File: src/rtl/axis_multichannel_distortion.sv
// axis_multichannel_distortion
// Three-stage AXI-Stream distortion for NUM_CH packed signed samples:
//   S1 pre-gain multiply, S2 floor shift + saturate, S3 waveshaper into the
//   output register. One global enable freezes every stage on back-pressure,
//   so beats are never dropped or duplicated. Mode, gain and threshold are
//   latched on the first beat of each packet and travel with the beat.
module axis_multichannel_distortion #(
    parameter int SAMPLE_W  = 24,
    parameter int NUM_CH    = 2,
    parameter int GAIN_W    = 16,
    parameter int GAIN_FRAC = 12
) (
    input  logic                         clk,
    input  logic                         resetn,
    input  logic [1:0]                   cfg_mode,
    input  logic [GAIN_W-1:0]            cfg_gain,
    input  logic [SAMPLE_W-2:0]          cfg_threshold,
    input  logic [NUM_CH*SAMPLE_W-1:0]   s_axis_tdata,
    input  logic                         s_axis_tvalid,
    output logic                         s_axis_tready,
    input  logic                         s_axis_tlast,
    output logic [NUM_CH*SAMPLE_W-1:0]   m_axis_tdata,
    output logic                         m_axis_tvalid,
    input  logic                         m_axis_tready,
    output logic                         m_axis_tlast,
    output logic [31:0]                  clip_count,
    input  logic                         clip_count_clr
);
    localparam int DW = NUM_CH * SAMPLE_W;
    localparam int PW = SAMPLE_W + GAIN_W + 1;  // signed product width
    localparam int XW = SAMPLE_W + 2;           // shaper headroom (|x|, -T, knee sum)
    localparam int CW = $clog2(NUM_CH + 1);

    localparam logic [1:0] MODE_BYPASS = 2'd0;
    localparam logic [1:0] MODE_HARD   = 2'd1;
    localparam logic [1:0] MODE_SOFT   = 2'd2;
    localparam logic [1:0] MODE_ASYM   = 2'd3;

    localparam logic signed [PW-1:0] SMAX_P = PW'((64'sd1 <<< (SAMPLE_W - 1)) - 64'sd1);
    localparam logic signed [PW-1:0] SMIN_P = ~SMAX_P;
    localparam logic signed [XW-1:0] SMAX_X = XW'(SMAX_P);
    localparam logic signed [XW-1:0] SMIN_X = ~SMAX_X;

    logic                      en;
    logic                      acc;

    logic                      pkt_start_q;
    logic [1:0]                act_mode_q;
    logic [GAIN_W-1:0]         act_gain_q;
    logic [SAMPLE_W-2:0]       act_thr_q;
    logic [1:0]                beat_mode;
    logic [GAIN_W-1:0]         beat_gain;
    logic [SAMPLE_W-2:0]       beat_thr;

    logic                      s1_vld_q, s1_last_q;
    logic [DW-1:0]             s1_raw_q;
    logic [NUM_CH-1:0][PW-1:0] s1_prod_d, s1_prod_q;
    logic [1:0]                s1_mode_q;
    logic [SAMPLE_W-2:0]       s1_thr_q;

    logic                            s2_vld_q, s2_last_q;
    logic [DW-1:0]                   s2_raw_q;
    logic [NUM_CH-1:0][SAMPLE_W-1:0] s2_sat_d, s2_sat_q;
    logic [1:0]                      s2_mode_q;
    logic [SAMPLE_W-2:0]             s2_thr_q;

    logic                      m_vld_q, m_last_q;
    logic [DW-1:0]             m_data_d, m_data_q;
    logic [CW-1:0]             n_clip;
    logic [32:0]               clip_sum;
    logic [31:0]               clip_count_d, clip_count_q;

    // Floor shift out the gain fraction, then clamp into the sample range.
    function automatic logic [SAMPLE_W-1:0] sat_shift(input logic [PW-1:0] p);
        logic signed [PW-1:0] sh;
        logic signed [PW-1:0] r;
        sh = $signed(p) >>> GAIN_FRAC;
        r  = sh;
        if (sh > SMAX_P)      r = SMAX_P;
        else if (sh < SMIN_P) r = SMIN_P;
        return SAMPLE_W'(r);
    endfunction

    // Waveshaper: returns {altered, sample}. Bypass emits the raw input sample.
    function automatic logic [SAMPLE_W:0] shape(input logic [1:0]          mode,
                                                input logic [SAMPLE_W-1:0] xs,
                                                input logic [SAMPLE_W-1:0] raw,
                                                input logic [SAMPLE_W-2:0] thr);
        logic signed [XW-1:0] x, t, ax, y;
        logic                 clip;
        x    = XW'($signed(xs));
        t    = XW'(thr);
        ax   = x[XW-1] ? -x : x;
        y    = x;
        clip = 1'b0;
        case (mode)
            MODE_BYPASS: y = XW'($signed(raw));
            MODE_HARD: begin
                if (x > t)       begin y = t;  clip = 1'b1; end
                else if (x < -t) begin y = -t; clip = 1'b1; end
            end
            MODE_SOFT: begin
                if (ax > t) begin
                    y = t + ((ax - t) >>> 2);
                    if (x[XW-1]) y = -y;
                    if (y > SMAX_X)      y = SMAX_X;
                    else if (y < SMIN_X) y = SMIN_X;
                    clip = 1'b1;
                end
            end
            MODE_ASYM: begin
                if (x > t) begin y = t; clip = 1'b1; end
            end
        endcase
        return {clip, SAMPLE_W'(y)};
    endfunction

    assign en            = !m_vld_q || m_axis_tready;
    assign acc           = s_axis_tvalid && en;
    assign s_axis_tready = en;

    // First beat of a packet uses cfg_* straight from the ports.
    assign beat_mode = pkt_start_q ? cfg_mode      : act_mode_q;
    assign beat_gain = pkt_start_q ? cfg_gain      : act_gain_q;
    assign beat_thr  = pkt_start_q ? cfg_threshold : act_thr_q;

    // Packet-boundary tracking and active configuration capture.
    always_ff @(posedge clk) begin
        if (!resetn) begin
            pkt_start_q <= 1'b1;
            act_mode_q  <= '0;
            act_gain_q  <= '0;
            act_thr_q   <= '0;
        end else if (acc) begin
            if (pkt_start_q) begin
                act_mode_q <= cfg_mode;
                act_gain_q <= cfg_gain;
                act_thr_q  <= cfg_threshold;
            end
            pkt_start_q <= s_axis_tlast;
        end
    end

    // S1 products: sample times zero-extended gain, signed.
    always_comb begin
        s1_prod_d = '0;
        for (int c = 0; c < NUM_CH; c++) begin
            s1_prod_d[c] = PW'($signed(s_axis_tdata[c*SAMPLE_W +: SAMPLE_W]))
                         * PW'($signed({1'b0, beat_gain}));
        end
    end

    // S2 saturation of each scaled product.
    always_comb begin
        s2_sat_d = '0;
        for (int c = 0; c < NUM_CH; c++) begin
            s2_sat_d[c] = sat_shift(s1_prod_q[c]);
        end
    end

    // S3 shaping plus count of channels altered in this beat.
    always_comb begin
        logic [SAMPLE_W:0] r;
        r        = '0;
        m_data_d = '0;
        n_clip   = '0;
        for (int c = 0; c < NUM_CH; c++) begin
            r = shape(s2_mode_q, s2_sat_q[c], s2_raw_q[c*SAMPLE_W +: SAMPLE_W], s2_thr_q);
            m_data_d[c*SAMPLE_W +: SAMPLE_W] = r[SAMPLE_W-1:0];
            n_clip = n_clip + CW'(r[SAMPLE_W]);
        end
    end

    // Pipeline registers; everything holds while en is low.
    always_ff @(posedge clk) begin
        if (!resetn) begin
            s1_vld_q  <= 1'b0;
            s1_last_q <= 1'b0;
            s1_raw_q  <= '0;
            s1_prod_q <= '0;
            s1_mode_q <= '0;
            s1_thr_q  <= '0;
            s2_vld_q  <= 1'b0;
            s2_last_q <= 1'b0;
            s2_raw_q  <= '0;
            s2_sat_q  <= '0;
            s2_mode_q <= '0;
            s2_thr_q  <= '0;
            m_vld_q   <= 1'b0;
            m_last_q  <= 1'b0;
            m_data_q  <= '0;
        end else if (en) begin
            s1_vld_q  <= acc;
            s1_last_q <= s_axis_tlast;
            s1_raw_q  <= s_axis_tdata;
            s1_prod_q <= s1_prod_d;
            s1_mode_q <= beat_mode;
            s1_thr_q  <= beat_thr;
            s2_vld_q  <= s1_vld_q;
            s2_last_q <= s1_last_q;
            s2_raw_q  <= s1_raw_q;
            s2_sat_q  <= s2_sat_d;
            s2_mode_q <= s1_mode_q;
            s2_thr_q  <= s1_thr_q;
            m_vld_q   <= s2_vld_q;
            m_last_q  <= s2_last_q;
            m_data_q  <= m_data_d;
        end
    end

    assign clip_sum = {1'b0, clip_count_q} + 33'(n_clip);

    // Saturating clip counter; clear wins over a same-cycle increment.
    always_comb begin
        clip_count_d = clip_count_q;
        if (clip_count_clr)         clip_count_d = '0;
        else if (en && s2_vld_q)    clip_count_d = clip_sum[32] ? '1 : clip_sum[31:0];
    end

    // Clip counter register.
    always_ff @(posedge clk) begin
        if (!resetn) clip_count_q <= '0;
        else         clip_count_q <= clip_count_d;
    end

    assign m_axis_tdata  = m_data_q;
    assign m_axis_tvalid = m_vld_q;
    assign m_axis_tlast  = m_last_q;
    assign clip_count    = clip_count_q;

endmodule

File: config.mk
export PLATFORM = sky130hd
export DESIGN_NAME = axis_multichannel_distortion
export DESIGN_NICKNAME = d
export VERILOG_FILES = /design/src/rtl/axis_multichannel_distortion.sv
export SDC_FILE = /design/constraint.sdc
export NUM_CORES = 2
export LEC_CHECK = 0
export CAP_MARGIN = 15
export CORE_ASPECT_RATIO = 0.7
export CORE_MARGIN = 2
export CORE_UTILIZATION = 46
export CTS_CLUSTER_SIZE = 30
export DETAILED_ROUTE_END_ITERATION = 16
export MAX_ROUTING_LAYER = met4
export PLACE_DENSITY = 0.71
export SLEW_MARGIN = 10
export SYNTH_ARGS = -nofsm -noshare
export SYNTH_HDL_FRONTEND = slang
export SYNTH_SLANG_ARGS = --single-unit
File: constraint.sdc
create_clock -name clk -period 18.9 [get_ports clk]
set_input_delay 5.67 -clock clk [delete_from_list [all_inputs] [get_ports clk]]
set_output_delay 5.67 -clock clk [all_outputs]
set_load 0.005 [all_outputs]
Word level (Yosys, flattened, before mapping)
Index checks and enable logic that the tools add are counted.
{ "op_classes": {"addsub": 11, "n_mul": 2, "magnitude_cmp": 14, "n_eq_ne": 3, "muxes": 40, "n_bitwise": 1, "n_reduce_logical": 6} }
{ "op_table": {"columns": ["operator", "n"], "rows": [
  ["$mux W24", 16],
  ["$mux W26", 8],
  ["$pmux W24 S4", 2],
  ["$mul A24 B17 Y41", 2],
  ["$gt A29 B24 Y1 const B", 2],
  ["$lt A29 B24 Y1 const B", 2],
  ["$gt A26 B24 Y1", 2],
  ["$gt A26 B24 Y1 const B", 2],
  ["$lt A24 B26 Y1", 2],
  ["$lt A26 B24 Y1 const B", 2],
  ["$neg A24 Y26", 2],
  ["$neg A25 Y26", 2],
  ["$sub A26 B24 Y26", 2],
  ["$add A24 B24 Y25", 2],
  ["$gt A24 B24 Y1", 2],
  ["$add A32 B2 Y33", 1],
  ["$mux W32", 1],
  ["$neg A23 Y26", 1],
  ["$mux W23", 1],
  ["$mux W16", 1],
  ["$mux W1", 8],
  ["$pmux W1 S3", 2],
  ["$eq A2 B2 Y1 const B", 2],
  ["$add A1 B1 Y2", 1],
  ["other kinds (8)", 9]
]} }
{ "totals": {"register_bits": 404, "in_bits": 95, "out_inout_bits": 83, "elab_cells": 99} }

Depth between registers and ports, before layout
{ "depth": {"word_depth": 13, "mapped_depth": 32, "ltp_nobuf": 30} }

Least setup slack after synthesis
No wires, ideal clock.
{ "synth_timing": {"kind": "input to output", "start": "input m_axis_tready", "end": "output s_axis_tready", "arrival_time_ns": 6.793, "required_time_ns": 13.230, "slack_ns": 6.437, "stages": 6, "path_buffers": 4, "path_cell_list": "nor2b_1 > clkbuf_1 > clkinv_1 > clkbuf_1 > clkbuf_1 > clkbuf_1"} }
{ "synth_between": {"elab_chain_len": 1} }
{ "synth_rtl": {"columns": ["item", "line_no", "text"], "rows": [
  ["start, declared", "24", "input logic m_axis_tready,"],
  ["$logic_or A1 B1 Y1", "118", "assign en = !m_vld_q || m_axis_tready;"],
  ["end, declared", "20", "output logic s_axis_tready,"]
]} }
Every way passes these cells.

Worst setup path after layout
Ends and elaborated chain as after synthesis.

==> impl_metrics.env <==
export IMPL_status="complete, no violations"
export IMPL_avgSynthCellArea_um2=8.27
export IMPL_antenna_found_initial=5
export IMPL_grt_overflow=0
export IMPL_hp_class="register to register"
export IMPL_rrSetupSlack_ps=9890
export IMPL_critPathSlowestCell="clkdlybuf4s50_1"
export IMPL_cp_start_kind="input pin"
export IMPL_crit_start="m_axis_tready"
export IMPL_placed_cell_area_mm2=0.0552
export IMPL_synth_edff_count=0
export IMPL_fin_crit_ps=13140
export IMPL_rsz0062_at_grt="false"
export IMPL_synthArstFlopShare_pct=0
export IMPL_slowest_delay_ps=570
export IMPL_period_share_pct=69.5
export IMPL_worstReg2RegStart="s2_sat_q[26]"
export IMPL_synth_top_cell_by_area="fa_1"
export IMPL_crit_top_cell="clkdlybuf4s50_1"
export IMPL_cp_max_fo=64
export IMPL_path_clk_slew_ps=60
export IMPL_cp_required_ps=13230
export IMPL_ios=178
export IMPL_dr_pass1_iters=6
export IMPL_cts_root_buf="clkbuf_16"
export IMPL_endpoint="s_axis_tready"
export IMPL_fin_area_mm2=0.0567
export IMPL_fin_nets=7507
export IMPL_crit_chain="clkdlybuf4s50_1 > nor2b_4 > inv_8 > clkdlybuf4s50_1"
export IMPL_ctsHoldBuffers=0
export IMPL_drv_cap=0
export IMPL_ctsResizeCount=0
export IMPL_grt_pass1_vias=45287
export IMPL_numClockSinks=380
export IMPL_grt_usage_pct=30.6
export IMPL_postCtsSetupBuffers=0
export IMPL_ys_warn_count=0
export IMPL_synth_top_cell_area_share_pct=28.9
export IMPL_coreArea_mm2=0.113
export IMPL_ys_seq_elements=380
export IMPL_fmax_mhz=76.1
export IMPL_numCtsBuffers=42
export IMPL_syn_inst=6309
export IMPL_layout_drive_gt1_share_pct=3.55
export IMPL_clk_path_buf_depth=3
export IMPL_htreeDepth=2
export IMPL_clock_latency_ps=610
export IMPL_grt_pass1_wl_mm=267
export IMPL_synth_common_cells="nand2_1 (1009), inv_1 (903), fa_1 (753)"
export IMPL_avgRoutedWirePerCell_um=21.9
export IMPL_hpwl_mm=130
export IMPL_cts_tree="done"
export IMPL_path_delay_family="buffers and inverters"
export IMPL_synth_top_cells_by_area="fa_1 (29%), dfxtp_1 (15%), ha_1 (9.4%)"
export IMPL_die_h_um=286
export IMPL_crit_cells=4
export IMPL_tns_ps=0
export IMPL_r2r_worst_path_cells=26
export IMPL_syn_area_mm2=0.0522
export IMPL_drtIter0Drc=4410
export IMPL_skew_ps=21.3
export IMPL_via_per_inst=5.77
export IMPL_slew_violations=0
export IMPL_critPathArrivalTime_ps=7470
export IMPL_die_w_um=407
export IMPL_gp_congestion=1.01
export IMPL_max_slew_worst_pin_slew_ps=1210
export IMPL_start_util_pct=46.3
export IMPL_area_growth_pct=8.70
export IMPL_placementRows=103
export IMPL_portBuffers=177
export IMPL_setup_viol=0
export IMPL_routed_wl_mm=171
export IMPL_regToRegEndpoint="m_axis_tdata[35]"
export IMPL_drc=0
export IMPL_post_synth_top_count_cell="nand2_1"
export IMPL_vias=45160
export IMPL_netlist_cell_type_count=86
export IMPL_crit_buf_inv=3
export IMPL_synth_seq_area_share_pct=14.6
export IMPL_cp_end_kind="output port"
export IMPL_hold_viol_final=0
export IMPL_synth_nets=7547
export IMPL_ant_nets=0
export IMPL_synth_main_ff_cell="dfxtp_1"
export IMPL_crit_type="input pin to output port"
export IMPL_relSlewSlack_pct=19.4
export IMPL_grt_max_degree=141
export IMPL_die_area_mm2=0.116
-- cell type report --
cell class	count	area, µm²
Inverter	904	3410
Tap cell	1522	1900
Antenna cell	3	7.51
Clock inverter	22	304
Timing Repair Buffer	262	2410
Fill cell	10722	55900
Sequential cell	380	7610
Clock buffer	54	1160
Multi-Input combinational cell	4679	39900
-- metrics by stage --
| stage | hold WS, ps | setup WS, ps | std cells | util (%) |
|---|---|---|---|---|
| CTS | 450 | 5790 | 7821 | 50.3 |
| global route | 464 | 5710 | 7825 | 50.4 |
| floorplan | 425 | 6440 | 6309 | - |
| finish | 447 | 5760 | 7826 | 50.4 |
| detailed placement | 442 | 5640 | 7745 | 49.0 |
| global placement | 440 | 5690 | 7745 | 49.0 |
-- worst min-delay path by stage --
stage                  startpoint       endpoint  slack (ps)  depth (start not counted)
finish               s2_raw_q[21]   s2_raw_q[21]         450                          2
global route         s2_raw_q[21]   s2_raw_q[21]         460                          2
CTS                  s2_raw_q[21]   s2_raw_q[21]         450                          2
detailed placement   s2_raw_q[21]   s2_raw_q[21]         440                          2
global placement     act_thr_q[2]   act_thr_q[2]         440                          2
floorplan           s1_prod_q[24]  s1_prod_q[24]         430                          2
-- kinds of logic after synthesis --
kind of cell / after synthesis / share of synthesized area (%)
AO/OA/AOI/OAI: 1235 / 14.9
flip-flops: 380 / 14.6
buffers and inverters: 1250 / 9.03
XOR/XNOR: 249 / 4.18
multiplexers: 77 / 1.52
AND/OR/NAND/NOR: 1975 / 17.5
adder cells (fa/ha/maj): 1143 / 38.2
-- placed cells by master, fill, tap and decap left out, types with 11 or more instances in the layout --
cell / synthesis / final
a211o_1: 12 / 12
a211oi_1: 74 / 74
a21o_1: 75 / 75
a21oi_1: 410 / 410
a221o_1: 20 / 20
a221oi_1: 33 / 33
a31oi_1: 28 / 28
and2_1: 233 / 233
and3_1: 36 / 36
buf_4: 0 / 83
clkbuf_16: 0 / 42
clkdlybuf4s50_1: 0 / 176
dfxtp_1: 380 / 377
fa_1: 753 / 753
ha_1: 390 / 390
inv_1: 903 / 902
mux2_2: 17 / 17
mux2i_1: 60 / 58
nand2_1: 1009 / 1009
nand2b_1: 38 / 38
nand3_1: 69 / 69
nand4_1: 35 / 35
nor2_1: 244 / 242
nor2b_1: 126 / 125
nor3_1: 75 / 74
nor4_1: 15 / 15
o211ai_1: 24 / 24
o21a_1: 53 / 53
o21ai_0: 288 / 288
o221ai_1: 23 / 23
o22ai_1: 27 / 27
o31ai_1: 32 / 32
o41ai_1: 14 / 14
or2_2: 11 / 11
or3_1: 36 / 36
or4_1: 13 / 13
xnor2_1: 168 / 168
xor2_1: 81 / 81
-- worst register-to-register path: stages (launching register included) --
cell      delay [ps]
dfxtp_1          440
or3_1            440
or3b_1           480
or2_2            320
o41ai_1          310
xnor2_1          130
ha_1             360
a21oi_1          130
o21ai_0          140
a221oi_1         730
nor2b_1          150
o21a_1           240
o21a_1           180
nor2_1           110
xnor2_1          250
ha_1             390
a21o_1           250
o32ai_1          650
o21a_1           220
o311ai_0         110
a211oi_1         420
o21ai_0          220
nor4_1           780
nand4b_1         210
nand3_1          440
o21a_1           610
a221o_1          250
-- layer usage --
metal	part of all wire, %	up-vias	track usage [%]
li1	-	20403	-
met1	44	22277	42.9
met3	11	317	7.30
met4	2.9	0	7.84
met5	0	-	-
met2	42	2163	44.1
-- flip-flops by register name, indices dropped and copies added, names as in the netlist --
| register | flops |
|---|---|
| s2_thr_q | 23 |
| s2_mode_q | 2 |
| s2_raw_q | 48 |
| s1_thr_q | 23 |
| s1_mode_q | 2 |
| s1_raw_q | 48 |
| s1_last_q | 1 |
| pkt_start_q | 1 |
| s1_vld_q | 1 |
| s2_sat_q | 48 |
| s2_vld_q | 1 |
| s2_last_q | 1 |
| m_axis_tlast | 1 |
| s1_prod_q | 58 |
| act_thr_q | 23 |
| clip_count | 32 |
| act_mode_q | 2 |
| act_gain_q | 16 |
| m_axis_tvalid | 1 |
| m_axis_tdata | 48 |
Power is left out: the tool's default activity adds up to more than one toggle a clock period on the data nets, which glitch-free logic cannot reach.
